$ cat config.mk
export PLATFORM = sky130hd
export DESIGN_NAME = mem_stream_reader
export DESIGN_NICKNAME = d
export VERILOG_FILES = /design/src/rtl/mem_stream_pkg.sv /design/src/rtl/stream_fifo.sv /design/src/rtl/mem_stream_reader.sv
export SDC_FILE = /design/constraint.sdc
export NUM_CORES = 1
export LEC_CHECK = 0
export BUFFER_PORTS_ARGS = -buffer_cell sky130_fd_sc_hd__clkbuf_2
export CAP_MARGIN = 20
export CORE_MARGIN = 5
export CORE_UTILIZATION = 35
export CTS_CLUSTER_DIAMETER = 30
export DETAILED_ROUTE_END_ITERATION = 12
export PLACE_DENSITY = 0.55
export SETUP_SLACK_MARGIN = 0.05
export SKIP_CTS_REPAIR_TIMING = 1
export SLEW_MARGIN = 20
export SYNTH_ARGS = -nofsm -noshare
export SYNTH_HDL_FRONTEND = slang
export SYNTH_SLANG_ARGS = --single-unit
$ cat constraint.sdc
create_clock -name CLK -period 3.4 [get_ports CLK]
set_input_delay 0.68 -clock CLK [delete_from_list [all_inputs] [get_ports CLK]]
set_output_delay 0.68 -clock CLK [all_outputs]
set_load 0.01 [all_outputs]
$ cat src/rtl/mem_stream_pkg.sv
// -----------------------------------------------------------------------------
// mem_stream_pkg
// Shared types and constants for the data-RAM port B streaming reader.
//   state_t       : reader FSM states
//   ADDR_W/DATA_W : data RAM address / word widths
//   stream_word_t : one stream beat (data word plus last flag)
// -----------------------------------------------------------------------------
package mem_stream_pkg;

   localparam int ADDR_W = 18;
   localparam int DATA_W = 24;

   typedef enum logic [1:0] {
      IDLE  = 2'd0,
      RUN   = 2'd1,
      DRAIN = 2'd2,
      DONE  = 2'd3
   } state_t;

   typedef struct packed {
      logic [DATA_W-1:0] data;
      logic              last;
   } stream_word_t;

endpackage

$ cat src/rtl/stream_fifo.sv
// -----------------------------------------------------------------------------
// stream_fifo
// Synchronous show-ahead FIFO: the head entry is visible on o_rdata whenever
// o_empty is low. DEPTH must be a power of two. Push while full and pop while
// empty are ignored.
// Ports:
//   i_clk, i_rst_n : clock, asynchronous active-low reset (clears contents)
//   i_push/i_wdata : write strobe and data
//   i_pop          : advance the head
//   o_rdata        : head entry
//   o_count        : occupancy, 0..DEPTH
//   o_empty/o_full : status flags
// -----------------------------------------------------------------------------
module stream_fifo #(
   parameter int WIDTH = 25,
   parameter int DEPTH = 4
) (
   input  logic                     i_clk,
   input  logic                     i_rst_n,
   input  logic                     i_push,
   input  logic [WIDTH-1:0]         i_wdata,
   input  logic                     i_pop,
   output logic [WIDTH-1:0]         o_rdata,
   output logic [$clog2(DEPTH):0]   o_count,
   output logic                     o_empty,
   output logic                     o_full
);

   localparam int PTR_W = $clog2(DEPTH);

   logic [WIDTH-1:0] r_mem [DEPTH];
   logic [PTR_W-1:0] r_wr_ptr;
   logic [PTR_W-1:0] r_rd_ptr;
   logic [PTR_W:0]   r_count;
   logic             w_do_push;
   logic             w_do_pop;

   assign o_empty   = (r_count == {(PTR_W+1){1'b0}});
   assign o_full    = (r_count == (PTR_W+1)'(DEPTH));
   assign w_do_push = i_push && !o_full;
   assign w_do_pop  = i_pop && !o_empty;
   assign o_rdata   = r_mem[r_rd_ptr];
   assign o_count   = r_count;

   // Storage, pointers and occupancy; pointers wrap naturally (power-of-two depth).
   always_ff @(posedge i_clk or negedge i_rst_n) begin
      if (!i_rst_n) begin
         for (int i = 0; i < DEPTH; i++) begin
            r_mem[i] <= {WIDTH{1'b0}};
         end
         r_wr_ptr <= {PTR_W{1'b0}};
         r_rd_ptr <= {PTR_W{1'b0}};
         r_count  <= {(PTR_W+1){1'b0}};
      end else begin
         if (w_do_push) begin
            r_mem[r_wr_ptr] <= i_wdata;
            r_wr_ptr        <= r_wr_ptr + PTR_W'(1);
         end
         if (w_do_pop) begin
            r_rd_ptr <= r_rd_ptr + PTR_W'(1);
         end
         case ({w_do_push, w_do_pop})
            2'b10:   r_count <= r_count + (PTR_W+1)'(1);
            2'b01:   r_count <= r_count - (PTR_W+1)'(1);
            default: r_count <= r_count;
         endcase
      end
   end

endmodule

$ cat src/rtl/mem_stream_reader.sv
// -----------------------------------------------------------------------------
// mem_stream_reader
// Read-only streaming engine on data RAM port B. On start it reads word_count
// consecutive words from base_addr (address wraps modulo 2^ADDR_W), absorbs the
// RAM read latency with a tag shift register and delivers the words in order on
// a valid/ready stream, flagging the final word with out_last.
// Ports:
//   CLK, RST              : clock, asynchronous active-low reset
//   start, base_addr,
//   word_count            : transfer command, sampled only while idle
//   busy, done            : transfer in progress / one-cycle end pulse
//   address_b, mem_data_b : RAM port B read address (registered) and read data
//   out_valid, out_ready,
//   out_data, out_last    : output stream
// -----------------------------------------------------------------------------
module mem_stream_reader #(
   parameter int ADDR_W     = 18,
   parameter int DATA_W     = 24,
   parameter int RD_LAT     = 2,
   parameter int FIFO_DEPTH = 4
) (
   input  logic              CLK,
   input  logic              RST,
   input  logic              start,
   input  logic [ADDR_W-1:0] base_addr,
   input  logic [ADDR_W-1:0] word_count,
   output logic              busy,
   output logic              done,
   output logic [ADDR_W-1:0] address_b,
   input  logic [DATA_W-1:0] mem_data_b,
   output logic              out_valid,
   input  logic              out_ready,
   output logic [DATA_W-1:0] out_data,
   output logic              out_last
);

   import mem_stream_pkg::*;

   localparam int CNT_W = $clog2(FIFO_DEPTH) + 1;
   localparam int FW    = DATA_W + 1;

   state_t              r_state;
   state_t              w_next_state;
   logic [ADDR_W-1:0]   r_issue_addr;
   logic [ADDR_W-1:0]   r_remaining;
   logic [ADDR_W-1:0]   r_address_b;
   logic [ADDR_W-1:0]   w_issue_addr;
   logic [ADDR_W-1:0]   w_remaining_src;
   // Stage 0 lines up with address_b; stage RD_LAT lines up with mem_data_b.
   logic [RD_LAT:0]     r_tag_v;
   logic [RD_LAT:0]     r_tag_last;
   logic                r_busy;
   logic                r_done;
   logic                w_issue;
   logic                w_issue_last;
   logic                w_push;
   logic                w_pop;
   logic                w_credit_ok;
   logic                w_out_valid;
   logic                w_out_last;
   logic [CNT_W-1:0]    w_inflight;
   logic [CNT_W-1:0]    w_fifo_count;
   logic                w_fifo_empty;
   logic                w_fifo_full;
   logic [FW-1:0]       w_fifo_rdata;

   assign w_out_valid = !w_fifo_empty;
   assign w_out_last  = w_out_valid && w_fifo_rdata[0];
   assign w_pop       = w_out_valid && out_ready;
   assign w_push      = r_tag_v[RD_LAT] && !w_fifo_full;
   assign w_inflight  = CNT_W'($countones(r_tag_v));
   // A pop in this cycle frees its slot for an issue in the same cycle, which
   // is what sustains one word per cycle with a FIFO only RD_LAT+2 deep.
   assign w_credit_ok = ({1'b0, w_inflight} + {1'b0, w_fifo_count})
                        < ((CNT_W+1)'(FIFO_DEPTH) + (CNT_W+1)'(w_pop));

   assign busy      = r_busy;
   assign done      = r_done;
   assign address_b = r_address_b;
   assign out_valid = w_out_valid;
   assign out_last  = w_out_last;
   assign out_data  = w_out_valid ? w_fifo_rdata[FW-1:1] : {DATA_W{1'b0}};

   // Next-state and read-issue decision; the first read issues on the start edge.
   always_comb begin
      w_next_state    = r_state;
      w_issue         = 1'b0;
      w_issue_last    = 1'b0;
      w_issue_addr    = r_issue_addr;
      w_remaining_src = r_remaining;
      case (r_state)
         IDLE: begin
            w_issue_addr    = base_addr;
            w_remaining_src = word_count;
            if (start) begin
               if (word_count == {ADDR_W{1'b0}}) begin
                  w_next_state = DONE;
               end else begin
                  w_issue      = 1'b1;
                  w_issue_last = (word_count == ADDR_W'(1));
                  w_next_state = w_issue_last ? DRAIN : RUN;
               end
            end else begin
               w_next_state = IDLE;
            end
         end
         RUN: begin
            if (w_credit_ok) begin
               w_issue      = 1'b1;
               w_issue_last = (r_remaining == ADDR_W'(1));
               w_next_state = w_issue_last ? DRAIN : RUN;
            end else begin
               w_next_state = RUN;
            end
         end
         DRAIN: begin
            if (w_pop && w_out_last) begin
               w_next_state = DONE;
            end else begin
               w_next_state = DRAIN;
            end
         end
         DONE:    w_next_state = IDLE;
         default: w_next_state = IDLE;
      endcase
   end

   // FSM state plus registered busy/done decoded from the next state.
   always_ff @(posedge CLK or negedge RST) begin
      if (!RST) begin
         r_state <= IDLE;
         r_busy  <= 1'b0;
         r_done  <= 1'b0;
      end else begin
         r_state <= w_next_state;
         r_busy  <= (w_next_state == RUN) || (w_next_state == DRAIN);
         r_done  <= (w_next_state == DONE);
      end
   end

   // Read address and transfer counters; address_b holds when nothing issues.
   always_ff @(posedge CLK or negedge RST) begin
      if (!RST) begin
         r_address_b  <= {ADDR_W{1'b0}};
         r_issue_addr <= {ADDR_W{1'b0}};
         r_remaining  <= {ADDR_W{1'b0}};
      end else if (w_issue) begin
         r_address_b  <= w_issue_addr;
         r_issue_addr <= w_issue_addr + ADDR_W'(1);
         r_remaining  <= w_remaining_src - ADDR_W'(1);
      end
   end

   // Tag shift register tracking which RAM output cycles carry requested data.
   always_ff @(posedge CLK or negedge RST) begin
      if (!RST) begin
         r_tag_v    <= {(RD_LAT+1){1'b0}};
         r_tag_last <= {(RD_LAT+1){1'b0}};
      end else begin
         r_tag_v    <= {r_tag_v[RD_LAT-1:0], w_issue};
         r_tag_last <= {r_tag_last[RD_LAT-1:0], w_issue_last};
      end
   end

   stream_fifo #(
      .WIDTH (FW),
      .DEPTH (FIFO_DEPTH)
   ) u_fifo (
      .i_clk   (CLK),
      .i_rst_n (RST),
      .i_push  (w_push),
      .i_wdata ({mem_data_b, r_tag_last[RD_LAT]}),
      .i_pop   (w_pop),
      .o_rdata (w_fifo_rdata),
      .o_count (w_fifo_count),
      .o_empty (w_fifo_empty),
      .o_full  (w_fifo_full)
   );

endmodule

# Word-level counts from Yosys, hierarchy flattened
# Cells that the tools add are included.
[totals]
regBits = 171
inputBits = 64
output_inout_bits = 46
elab_cells = 81
[op_classes]
add_sub_neg = 10
n_lt_le_gt_ge = 4
eq_ne = 11
n_mux = 25
n_bitwise = 2
n_reduce_logical = 14
[op_table]
columns = ["cell", "count"]
rows = [
  ["100-bit bitwise mux", 1],
  ["25-bit two-way mux", 3],
  ["25-bit binary-select mux with 2-bit select", 1],
  ["25-bit demux with 2-bit select", 1],
  ["18-bit by 1-bit equality test with 1-bit output (second input constant)", 2],
  ["18-bit two-way mux", 2],
  ["24-bit two-way mux", 1],
  ["18-bit by 1-bit adder with 18-bit output (second input constant)", 1],
  ["18-bit zero test", 1],
  ["18-bit by 1-bit subtractor with 18-bit output (second input constant)", 1],
  ["2-bit equality test (second input constant)", 5],
  ["2-bit two-way mux", 5],
  ["2-bit case mux with 4 select lines", 1],
  ["1-bit logical AND", 7],
  ["1-bit two-way mux", 7],
  ["2-bit by 1-bit equality test with 1-bit output (second input constant)", 3],
  ["3-bit >= comparator (second input constant)", 2],
  ["2-bit NOT with 3-bit output", 2],
  ["3-bit case mux with 2 select lines", 1],
  ["2-bit by 1-bit adder with 2-bit output (second input constant)", 2],
  ["3-bit by 1-bit adder with 4-bit output (first input constant)", 1],
  ["3-bit by 3-bit adder with 4-bit output", 1],
  ["4-bit less-than comparator", 1],
  ["1-bit case mux with 2 select lines", 2],
  ["11 further kinds", 12],
]

# Longest topological paths before layout
# Gate-level depths: netlist of the first run.
[logic_depth]
ltp_word = 10
depth_mapped = 15
depth_no_buf = 11

# Hierarchy
# A second synthesis of the first run with hierarchy kept.
[unflattened]
cells_unflattened = 832
area_unflattened_um2 = 9426.5
[by_module_without_submodules]
columns = ["module", "instances", "cells_per_inst", "area_each_um2", "seq_area_each_um2"]
rows = [
  ["stream_fifo", 1, 279, 4813.4, 2677.6],
  ["mem_stream_reader", 1, 553, 4613.2, 1601.5],
]

# Worst setup path before layout of the first run
# No wires, ideal clock.
[synth_path]
path_type = "register -> register"
from = "reg r_state[0]"
to = "reg r_remaining[14]"
setup_time_ns = 0.123
t_arrival_ns = 3.263
path_slack_ns = 0.014
stages_incl_launch_ff = 15
n_path_buf = 6
synth_period_minus_slack_ns = 3.386
path_cell_list = "dfrtp_1 -> buf_2 -> or2_1 -> clkbuf_2 -> buf_1 -> buf_2 -> buf_2 -> buf_1 -> mux2i_1 -> ha_1 -> o211ai_1 -> nor3_1 -> nand3_1 -> or3_1 -> o221a_1"
[synth_via]
elab_chain_len = 3
elab_cells_between_ends = 5
[synth_lines]
columns = ["element", "line_no", "source"]
rows = [
  ["start, declared", "mem_stream_reader.sv:42", "state_t r_state;"],
  ["start signal, assigned", "mem_stream_reader.sv:135", "r_state <= w_next_state;"],
  ["2-bit zero test", "mem_stream_reader.sv:91", "case (r_state)"],
  ["18-bit two-way mux", "mem_stream_reader.sv:91", ""],
  ["18-bit by 1-bit subtractor with 18-bit output", "mem_stream_reader.sv:150", "r_remaining <= w_remaining_src - ADDR_W'(1);"],
  ["end signal, assigned", "mem_stream_reader.sv:146", "r_remaining <= {ADDR_W{1'b0}};"],
  ["end signal, assigned", "mem_stream_reader.sv:150", ""],
  ["end, declared", "mem_stream_reader.sv:45", "logic [ADDR_W-1:0] r_remaining;"],
]
# Parallel ways exist; a longest one is shown, timed or not.
# A chain may end at the register's enable or synchronous reset.

# Final worst setup path of the first run
[layout_path]
from = "reg r_tag_v[0]"
to = "reg r_issue_addr[4]"
[layout_via]
elab_chain_len = 6
[layout_lines]
columns = ["element", "line_no", "source"]
rows = [
  ["start, declared", "mem_stream_reader.sv:50", "logic [RD_LAT:0] r_tag_v;"],
  ["start signal, assigned", "mem_stream_reader.sv:157", "r_tag_v <= {(RD_LAT+1){1'b0}};"],
  ["start signal, assigned", "mem_stream_reader.sv:160", "r_tag_v <= {r_tag_v[RD_LAT-1:0], w_issue};"],
  ["1-bit by 1-bit adder with 2-bit output (implied by the code)", "mem_stream_reader.sv:71", "assign w_inflight = CNT_W'($countones(r_tag_v));"],
  ["2-bit by 1-bit adder with 3-bit output (implied by the code)", "mem_stream_reader.sv:71", ""],
  ["3-bit by 3-bit adder with 4-bit output", "mem_stream_reader.sv:74", "assign w_credit_ok = ({1'b0, w_inflight} + {1'b0, w_fifo_count})"],
  ["4-bit less-than comparator", "mem_stream_reader.sv:75", "< ((CNT_W+1)'(FIFO_DEPTH) + (CNT_W+1)'(w_pop));"],
  ["1-bit two-way mux", "mem_stream_reader.sv:108", "if (w_credit_ok) begin"],
  ["1-bit case mux with 2 select lines", "mem_stream_reader.sv:91", ""],
  ["end signal, assigned", "mem_stream_reader.sv:145", "r_issue_addr <= {ADDR_W{1'b0}};"],
  ["end signal, assigned", "mem_stream_reader.sv:149", "r_issue_addr <= w_issue_addr + ADDR_W'(1);"],
  ["end, declared", "mem_stream_reader.sv:44", "logic [ADDR_W-1:0] r_issue_addr;"],
]
# No other way between the ends.

==> results.sh, run 1 <==
export IMPL_critPathKind="reg -> reg"
export IMPL_synth_edf_count=0
export IMPL_hold_viol=0
export IMPL_num_nets_final=1013
export IMPL_pin_count=110
export IMPL_max_freq_ghz=0.320
export IMPL_min_period_ns=3.12
export IMPL_grtUsageTotal=0.157
export IMPL_wl_per_cell_um=17.9
export IMPL_dr_pass1_iters=4
export IMPL_p_comb_frac=0.490
export IMPL_synth_most_common_cell="dfrtp_1"
export IMPL_ys_seq_area_frac=0.462
export IMPL_p_seq_frac=0.329
export IMPL_antenna_found_initial=0
export IMPL_critPathRequiredTime_ns=3.72
export IMPL_clockBufferDepth=2
export IMPL_async_reset_ff_frac=1.00
export IMPL_fin_tns_setup_ns=0
export IMPL_synth_cells=831
export IMPL_die_w_um=173
export IMPL_startpoint_type="register"
export IMPL_ant_nets=0
export IMPL_synth_area_leader_cell="dfrtp_1"
export IMPL_drive_gt1_frac=0.326
export IMPL_grt_max_degree=67
export IMPL_synth_cell_area_mm2=0.00926
export IMPL_p_int_mw=6.74
export IMPL_root_buffer="clkbuf_16"
export IMPL_synth_ff_type="dfrtp_1"
export IMPL_setup_ws_ns=0.277
export IMPL_grt_pass1_wl_um=38800
export IMPL_vias=6893
export IMPL_drc=0
export IMPL_synth_nets=908
export IMPL_ys_seq_elements=171
export IMPL_h_tree_depth=4
export IMPL_rsz0062_at_grt="no"
export IMPL_p_leak_nw=4.82
export IMPL_diodes=0
export IMPL_yosys_area_top_type_share=0.462
export IMPL_hold_path_class="in -> async"
export IMPL_pre_cts_ws_ns=0.303
export IMPL_start_util=0.355
export IMPL_synth_area_leaders="dfrtp_1, mux2_2, mux4_2, nand2_1, a21oi_1"
export IMPL_drt_iter0_drc=367
export IMPL_final_setup_skew_ns=0.0138
export IMPL_path_max_fanout=35
export IMPL_power_density_mw_per_mm2=1030
export IMPL_port_buffers=109
export IMPL_yosys_top_cells_count="dfrtp_1, mux2_2, nand2_1, a21oi_1"
export IMPL_viasPerCell=5.37
export IMPL_cts_tree="yes"
export IMPL_cap_viol_max_count=0
export IMPL_wirelength_um=22900
export IMPL_worst_pin_slew_ns=0.741
export IMPL_cts_sinks=171
export IMPL_whs_ns=0.228
export IMPL_clkTransAtPathRegs_ns=0.08
export IMPL_status="finished clean"
export IMPL_core_mm2=0.0261
export IMPL_cp_data_arrival_time_ns=3.44
export IMPL_place_hpwl_um=15400
export IMPL_synth_cell_types=68
export IMPL_slew_violations=0
export IMPL_power_frac_clock=0.181
export IMPL_gp_congestion=0.822
export IMPL_slew_headroom=0.506
export IMPL_cts_made_buffers=17
export IMPL_yosys_warnings=0
export IMPL_syn_to_final_growth_pct=17.7
export IMPL_swShare=0.401
export IMPL_overflow=0
export IMPL_setup_worst_path_end_class="register"
export IMPL_dieHeight_um=173
export IMPL_finalSetupViolCount=0
export IMPL_period_share=0.918
export IMPL_dieArea_mm2=0.0298
export IMPL_ir_drop_uv=593
export IMPL_insertion_delay_ns=0.44
export IMPL_syn_mean_instance_area_um2=11.1
export IMPL_p_sw_mw=4.51
export IMPL_grt_pass1_vias=7213
export IMPL_fp_row_count=59
## sequential cells by signal (all words and copies together), names as in the netlist
signal	count
r_remaining	18
r_state	2
r_tag_v	3
u_fifo.r_wr_ptr	2
r_issue_addr	18
done	1
busy	1
address_b	18
u_fifo.r_mem	100
r_tag_last	3
u_fifo.r_rd_ptr	2
u_fifo.o_count	3
## cell usage in the layout (no fill, tap or decap), types with 10 or more instances in the layout
cell type / n
inv_1: 20
clkbuf_2: 108
nor3_1: 20
clkbuf_16: 17
mux2i_1: 19
nor2_1: 33
a21oi_1: 43
mux4_2: 25
or3_1: 10
buf_4: 21
mux2_2: 101
o211ai_1: 11
and2_1: 34
o21ai_0: 27
a31oi_1: 10
ha_1: 10
nand2_1: 76
a21o_1: 11
nand4_1: 11
dfrtp_1: 170
nand3_1: 13
nor3b_1: 10
## logic make-up after synthesis
| family | synth area share |
|---|---|
| multiplexers | 0.211 |
| adder cells (fa/ha/maj) | 0.0200 |
| buffers and inverters | 0.0331 |
| AND/OR/NAND/NOR | 0.143 |
| AO/OA/AOI/OAI | 0.119 |
| flip-flops | 0.462 |
| XOR/XNOR | 0.0123 |
## through the flow
step | instances | util | area, um2 | power, mW
5_1_grt | 1284 | 0.418 | 10900 | 12.2
4_1_cts | 1284 | 0.418 | 10900 | 11.4
3_3_place_gp | 1252 | 0.395 | 10300 | 9.24
3_5_place_dp | 1252 | 0.395 | 10300 | 9.32
2_1_floorplan | 831 | - | 9260 | 7.62
6_report | 1284 | 0.418 | 10900 | 11.2
## layer usage
layer | GRT usage | share of wire | up-vias
li1 | - | - | 3282
met1 | 0.212 | 0.46 | 3439
met2 | 0.255 | 0.48 | 150
met3 | 0.0330 | 0.046 | 22
met4 | 0.0468 | 0.014 | 0
met5 | 0 | 0 | -
## power by group through the flow
stage | sequential [mW] | combinational (mW) | clock [mW]
floorplan | 3.56 | 4.06 | 0
detailed placement | 3.73 | 5.58 | 0
CTS | 3.70 | 5.60 | 2.11
finish | 3.70 | 5.51 | 2.03
global placement | 3.72 | 5.52 | 0
global route | 3.82 | 6.18 | 2.19
## final timing paths
path	start	end	slack, ns	cells after the start
worst max-delay path	r_tag_v[0]$_DFF_PN0_	r_issue_addr[4]$_DFFE_PN0P_	0.28	11
min in group CLK	r_tag_last[0]$_DFF_PN0_	r_tag_last[1]$_DFF_PN0_	0.35	0
worst min-delay path	RST	u_fifo.r_mem[42]$_DFFE_PN0P_	0.23	1
worst min register to register	r_tag_last[0]$_DFF_PN0_	r_tag_last[1]$_DFF_PN0_	0.35	0
max in group asynchronous	RST	r_tag_v[2]$_DFF_PN0_	2.41	2
worst max register to register	r_tag_v[0]$_DFF_PN0_	r_issue_addr[4]$_DFFE_PN0P_	0.28	11
## critical path, stage by stage (launching register included)
cell     delay, ns
dfrtp_1       0.41
fa_1          0.54
ha_1          0.16
inv_1         0.05
fa_1          0.37
xor2_1        0.17
a41o_1        0.25
and3_1        0.22
o21ai_4       0.21
inv_2         0.12
buf_12        0.19
mux2_4        0.30
## final cells by class
| cell class | instances | area, um2 |
|---|---|---|
| clock buffers | 17 | 425 |
| well taps | 335 | 419 |
| flip-flops and latches | 171 | 4280 |
| fillers | 2535 | 15200 |
| multi-input cells | 588 | 4680 |
| inverters | 22 | 82.6 |
| clock inverters | 15 | 189 |
| repair buffers | 136 | 830 |
Power figures use the tool's default switching activity.
==> run 2: changes to the inputs <==
--- a/config.mk
+++ b/config.mk
@@ -17,4 +17,5 @@
 export SLEW_MARGIN = 20
 export SYNTH_ARGS = -nofsm -noshare
 export SYNTH_HDL_FRONTEND = slang
+export SYNTH_HIERARCHICAL = 1
 export SYNTH_SLANG_ARGS = --single-unit
==> results.sh, run 2 <==
export IMPL_worst_pin_slew_ns=0.739
export IMPL_critPathRequiredTime_ns=3.72
export IMPL_finalSetupViolCount=0
export IMPL_num_nets_final=1022
export IMPL_overflow=0
export IMPL_start_util=0.353
export IMPL_period_share=0.927
export IMPL_p_int_mw=7.17
export IMPL_fp_row_count=60
export IMPL_cts_made_buffers=17
export IMPL_dieArea_mm2=0.0303
export IMPL_yosys_top_cells_count="dfrtp_1, mux2_2, nor2_1, nand2_1, a21oi_1"
export IMPL_cts_tree="yes"
export IMPL_nFillCells=2582
export IMPL_path_max_fanout=22
export IMPL_syn_to_final_growth_pct=17.9
export IMPL_critPathKind="reg -> reg"
export IMPL_pin_count=110
export IMPL_ir_drop_uv=382
export IMPL_min_period_ns=3.15
export IMPL_synth_area_leader_cell="dfrtp_1"
export IMPL_gp_congestion=0.813
export IMPL_core_mm2=0.0267
export IMPL_synth_nets=909
export IMPL_synth_area_leaders="dfrtp_1, mux2_2, mux4_2, mux2i_1, nor2_1"
export IMPL_grt_pass1_wl_um=38000
export IMPL_rr_endpoint="r_issue_addr[14]$_DFFE_PN0P_"
export IMPL_dieHeight_um=174
export IMPL_p_sw_mw=4.58
export IMPL_antenna_found_initial=3
export IMPL_largest_register_ffs=100
export IMPL_p_comb_frac=0.513
export IMPL_synth_most_common_cell="dfrtp_1"
export IMPL_h_tree_depth=4
export IMPL_grt_max_degree=69
export IMPL_viasPerCell=5.27
export IMPL_synth_cell_area_mm2=0.00943
export IMPL_top_register="u_fifo/r_mem"
export IMPL_swShare=0.390
export IMPL_synth_ff_type="dfrtp_1"
export IMPL_async_reset_ff_frac=1.00
export IMPL_slew_headroom=0.507
export IMPL_fin_tns_setup_ns=0
export IMPL_pre_cts_ws_ns=0.0821
export IMPL_drc=0
export IMPL_hold_viol=0
export IMPL_vias=6840
export IMPL_synth_edf_count=0
export IMPL_hold_path_class="in -> async"
export IMPL_cp_data_arrival_time_ns=3.47
export IMPL_drive_gt1_frac=0.350
export IMPL_root_buffer="clkbuf_16"
export IMPL_ys_seq_area_frac=0.454
export IMPL_ys_seq_elements=171
export IMPL_yosys_warnings=6
export IMPL_status="finished clean"
export IMPL_port_buffers=109
export IMPL_p_leak_nw=4.73
export IMPL_setup_ws_ns=0.247
export IMPL_grt_pass1_vias=7093
export IMPL_power_frac_clock=0.168
export IMPL_grtUsageTotal=0.155
export IMPL_rsz0062_at_grt="no"
export IMPL_dr_pass1_iters=5
export IMPL_cap_viol_max_count=0
export IMPL_cts_sinks=171
export IMPL_setup_worst_path_end_class="register"
export IMPL_synth_cells=832
export IMPL_layout_commonest_cell="dfrtp_1"
export IMPL_die_w_um=174
export IMPL_slew_violations=0
export IMPL_insertion_delay_ns=0.43
export IMPL_mostFrequentLayoutCells="dfrtp_1, clkbuf_2, mux2_2"
export IMPL_place_hpwl_um=16100
export IMPL_reg2regPathDepth=10
export IMPL_wirelength_um=23300
export IMPL_p_seq_frac=0.320
export IMPL_wl_per_cell_um=18.0
export IMPL_final_setup_skew_ns=0.00770
export IMPL_clockBufferDepth=2
export IMPL_startpoint_type="register"
export IMPL_ant_nets=0
export IMPL_power_density_mw_per_mm2=1060
export IMPL_yosys_area_top_type_share=0.454
export IMPL_drt_iter0_drc=499
export IMPL_syn_mean_instance_area_um2=11.3
export IMPL_synth_cell_types=69
export IMPL_max_freq_ghz=0.317
export IMPL_r2r_start="r_state[0]$_DFF_PN0_"
export IMPL_clkTransAtPathRegs_ns=0.07
export IMPL_whs_ns=0.247
export IMPL_rrSetupSlack_ns=0.25
run 2: layout make-up:
class                      count  area [um2]  area share
sequential                   171        4280       0.385
clock buffer                  19         443      0.0399
clock inverter                12         138      0.0124
timing repair buffer         146         917      0.0825
tap                          341         427      0.0384
inverter                      21        81.3     0.00732
multi-input combinational    588        4820       0.434
antenna                        1        2.50    0.000225
run 2: how the worst max path moves through the flow:
stage / start / slack (ns) / to / depth (start not counted)
after floorplan: u_fifo/o_count[0]$_DFFE_PN0P_ / 0.07 / address_b[12]$_DFFE_PN0P_ / 13
after global placement: r_tag_v[0]$_DFF_PN0_ / 0.14 / address_b[13]$_DFFE_PN0P_ / 11
after detailed placement: r_tag_v[0]$_DFF_PN0_ / 0.08 / busy$_DFF_PN0_ / 10
after CTS: r_tag_v[0]$_DFF_PN0_ / 0.09 / busy$_DFF_PN0_ / 10
after global routing: r_state[0]$_DFF_PN0_ / 0.08 / r_issue_addr[12]$_DFFE_PN0P_ / 10
final: r_state[0]$_DFF_PN0_ / 0.25 / r_issue_addr[14]$_DFFE_PN0P_ / 10
run 2: per-layer routing:
| metal | track usage | part of all wire |
|---|---|---|
| met1 | 0.204 | 0.47 |
| met2 | 0.251 | 0.46 |
| met3 | 0.0439 | 0.047 |
| met4 | 0.0459 | 0.015 |
| met5 | 0 | 0.0011 |
run 2: critical path, cell delays in order (launching register included):
cell,delay (ns)
dfrtp_1,0.57
or2_2,0.40
buf_12,0.22
nand2_1,0.06
nand2_1,0.11
ha_1,0.31
o2111ai_1,0.42
nand4b_1,0.41
mux2_2,0.33
a21oi_1,0.15
a21oi_1,0.05
run 2: cell families (layout without fill, tap and decap cells):
logic type / after synthesis / after routing / share of synthesized area
DFF: 171 / 171 / 0.454
other: 0 / 1 / 0
muxes: 160 / 160 / 0.223
xor gates and xnor gates: 10 / 10 / 0.00929
AOI/OAI and AO/OA: 149 / 149 / 0.105
adders and majority gates: 13 / 13 / 0.0196
buffers and inverters: 73 / 198 / 0.0392
and+or+nand+nor: 256 / 256 / 0.149
run 2: through the flow:
| stage | power [mW] | area, um2 | util | instances |
|---|---|---|---|---|
| floorplan | 7.93 | 9430 | - | 832 |
| global placement | 9.61 | 10500 | 0.391 | 1266 |
| detailed placement | 9.70 | 10500 | 0.391 | 1266 |
| CTS | 11.7 | 11000 | 0.413 | 1297 |
| global route | 12.7 | 11100 | 0.416 | 1299 |
| finish | 11.7 | 11100 | 0.416 | 1299 |
run 2: power by group through the flow:
stage	sequential [mW]	clock [mW]	combinational, mW
finish	3.75	1.97	6.02
detailed placement	3.77	0	5.93
floorplan	3.58	0	4.35
CTS	3.75	2.02	5.94
global placement	3.77	0	5.84
global route	3.90	2.11	6.68
==> run 3: changes to the inputs <==
--- a/config.mk
+++ b/config.mk
@@ -5,16 +5,17 @@
 export SDC_FILE = /design/constraint.sdc
 export NUM_CORES = 1
 export LEC_CHECK = 0
+export ABC_AREA = 1
 export BUFFER_PORTS_ARGS = -buffer_cell sky130_fd_sc_hd__clkbuf_2
 export CAP_MARGIN = 20
 export CORE_MARGIN = 5
 export CORE_UTILIZATION = 35
 export CTS_CLUSTER_DIAMETER = 30
 export DETAILED_ROUTE_END_ITERATION = 12
-export PLACE_DENSITY = 0.55
+export PLACE_DENSITY = 0.53
 export SETUP_SLACK_MARGIN = 0.05
 export SKIP_CTS_REPAIR_TIMING = 1
-export SLEW_MARGIN = 20
+export SLEW_MARGIN = 15
 export SYNTH_ARGS = -nofsm -noshare
 export SYNTH_HDL_FRONTEND = slang
 export SYNTH_HIERARCHICAL = 1
==> constraint.sdc (replaced) <==
create_clock -name CLK -period 3.65 [get_ports CLK]
set_input_delay 0.73 -clock CLK [delete_from_list [all_inputs] [get_ports CLK]]
set_output_delay 0.73 -clock CLK [all_outputs]
set_load 0.01 [all_outputs]
==> results.sh, run 3 <==
export IMPL_status="finished clean"
export IMPL_layout_commonest_cell="nand2_1"
export IMPL_rrSetupSlack_ns=0.58
export IMPL_insertion_delay_ns=0.43
export IMPL_grt_max_degree=77
export IMPL_ys_seq_elements=171
export IMPL_die_w_um=179
export IMPL_mostFrequentLayoutCells="nand2_1, dfrtp_1, nor2_1"
export IMPL_min_period_ns=3.23
export IMPL_synth_most_common_cell="nand2_1"
export IMPL_yosys_area_top_type_share=0.429
export IMPL_synthXorXnorAreaFrac=0.00527
export IMPL_ant_nets=0
export IMPL_dr_pass1_iters=5
export IMPL_startpoint_type="register"
export IMPL_utilization=0.405
export IMPL_num_nets_final=1471
export IMPL_syn_to_final_growth_pct=13.5
export IMPL_cts_made_buffers=17
export IMPL_async_reset_ff_frac=1.00
export IMPL_cts_sinks=171
export IMPL_synthMuxAreaShare=0
export IMPL_rsz0062_at_grt="no"
export IMPL_pin_count=110
export IMPL_ys_seq_area_frac=0.429
export IMPL_clockBufferDepth=2
export IMPL_finalSetupViolCount=0
export IMPL_vias=8810
export IMPL_synth_cell_types=40
export IMPL_wirelength_um=27000
export IMPL_synth_adder_area_share=0.0186
export IMPL_overflow=0
export IMPL_gp_congestion=0.818
export IMPL_worst_pin_slew_ns=0.916
export IMPL_pre_cts_ws_ns=0.507
export IMPL_ir_drop_uv=754
export IMPL_start_util=0.357
export IMPL_yosys_area_share_simple=0.358
export IMPL_p_leak_nw=5.78
export IMPL_synth_compound_area_frac=0.0914
export IMPL_wl_per_cell_um=15.1
export IMPL_synth_nets=1402
export IMPL_synth_area_leader_cell="dfrtp_1"
export IMPL_power_density_mw_per_mm2=1040
export IMPL_path_max_fanout=35
export IMPL_synth_area_leaders="dfrtp_1, nand2_1, nand4_1, nor2_1, o21ai_0"
export IMPL_fin_tns_setup_ns=0
export IMPL_cp_data_arrival_time_ns=2.50
export IMPL_fp_row_count=61
export IMPL_synth_cell_area_mm2=0.00997
export IMPL_grt_pass1_vias=8530
export IMPL_slew_headroom=0.389
export IMPL_viasPerCell=4.94
export IMPL_clkTransAtPathRegs_ns=0.07
export IMPL_final_setup_skew_ns=0.0118
export IMPL_yosys_warnings=6
export IMPL_top_register="u_fifo/r_mem"
export IMPL_antenna_found_initial=0
export IMPL_cap_viol_max_count=0
export IMPL_drt_iter0_drc=781
export IMPL_largest_register_ffs=100
export IMPL_core_mm2=0.0279
export IMPL_hold_viol=0
export IMPL_max_freq_ghz=0.310
export IMPL_yosys_top_cells_count="nand2_1, dfrtp_1, nor2_1, inv_1, nand4_1"
export IMPL_hold_path_class="in -> async"
export IMPL_setup_ws_ns=0.423
export IMPL_slew_violations=0
export IMPL_synth_ff_type="dfrtp_1"
export IMPL_grtUsageTotal=0.174
export IMPL_synth_edf_count=0
export IMPL_place_hpwl_um=17100
export IMPL_drive_gt1_frac=0.174
export IMPL_port_buffers=109
export IMPL_critPathRequiredTime_ns=2.92
export IMPL_nFillCells=2966
export IMPL_diodes=0
export IMPL_period_share=0.884
export IMPL_setup_worst_path_end_class="output port"
export IMPL_cts_tree="yes"
export IMPL_syn_mean_instance_area_um2=7.52
export IMPL_synth_top_family_by_area="simple AND/OR/NAND/NOR gates"
export IMPL_dieHeight_um=179
export IMPL_grt_pass1_wl_um=44800
export IMPL_root_buffer="clkbuf_16"
export IMPL_drc=0
export IMPL_critPathKind="reg -> out"
export IMPL_synth_cells=1325
export IMPL_dieArea_mm2=0.0319
export IMPL_h_tree_depth=4
==> run 3: changes by cell type after synthesis, sizes merged, moves of 34 or more <==
cell / delta
o21ai: +116
a21oi: -38
nor2: +107
nand4: +107
nand3: +51
buf: +34
inv: +95
nand2: +374
mux2: -110
==> run 3: kinds of logic after synthesis <==
family	after synthesis
xor gates and xnor gates	6
buffers and inverters	198
and+or+nand+nor	782
adders and majority gates	13
AOI/OAI and AO/OA	155
DFF	171
==> run 3: critical path, stage by stage (launching register included) <==
cell      delay (ns)
dfrtp_2         0.63
buf_4           0.46
nor2_1          0.10
nor2_1          0.09
o21ai_0         0.08
o21ai_0         0.10
inv_1           0.06
nor2_1          0.28
clkbuf_2        0.21
==> run 3: worst paths after layout <==
path,endpoint,depth (start not counted),startpoint
worst max-delay path,out_last,8,u_fifo/r_rd_ptr[0]$_DFFE_PN0P_
min in group CLK,r_tag_last[2]$_DFF_PN0_,0,r_tag_last[1]$_DFF_PN0_
max in group asynchronous,address_b[17]$_DFFE_PN0P_,2,RST
worst max register to register,r_issue_addr[17]$_DFFE_PN0P_,12,u_fifo/o_count[0]$_DFFE_PN0P_
worst min-delay path,u_fifo/r_mem[84]$_DFFE_PN0P_,1,RST
worst min register to register,r_tag_last[2]$_DFF_PN0_,0,r_tag_last[1]$_DFF_PN0_
==> run 3: area by class of cell <==
type,count,area (um2),area share
Clock buffer,19,453,0.0400
Clock inverter,13,213,0.0188
Inverter,117,439,0.0388
Multi-Input combinational cell,956,4720,0.418
Sequential cell,171,4280,0.378
Tap cell,378,473,0.0418
Timing Repair Buffer,131,729,0.0645
==> run 3: stage by stage <==
step                power, mW  hold slack, ns  std cells  area (um2)
floorplan                8.22           0.331       1325        9970
global placement         9.68           0.335       1753       10600
detailed placement       9.77           0.335       1753       10600
CTS                      11.9           0.351       1785       11300
global route             12.9           0.362       1785       11300
finish                   11.7           0.336       1785       11300
==> run 3: routing by layer <==
layer | GRT usage | routed length (um) | vias to the layer above
li1 | - | - | 4422
met1 | 0.236 | 12600 | 4162
met2 | 0.285 | 12700 | 203
met3 | 0.0327 | 1330 | 23
met4 | 0.0486 | 428 | 0
met5 | 0 | 0 | -
==> run 3: power breakdown <==
part / switching [mW] / internal, mW / total, mW / leakage [nW]
clock network: 0.820 / 1.26 / 2.08 / 0.328
registers: 0.561 / 2.84 / 3.40 / 2.10
logic: 4.26 / 2.00 / 6.26 / 3.35
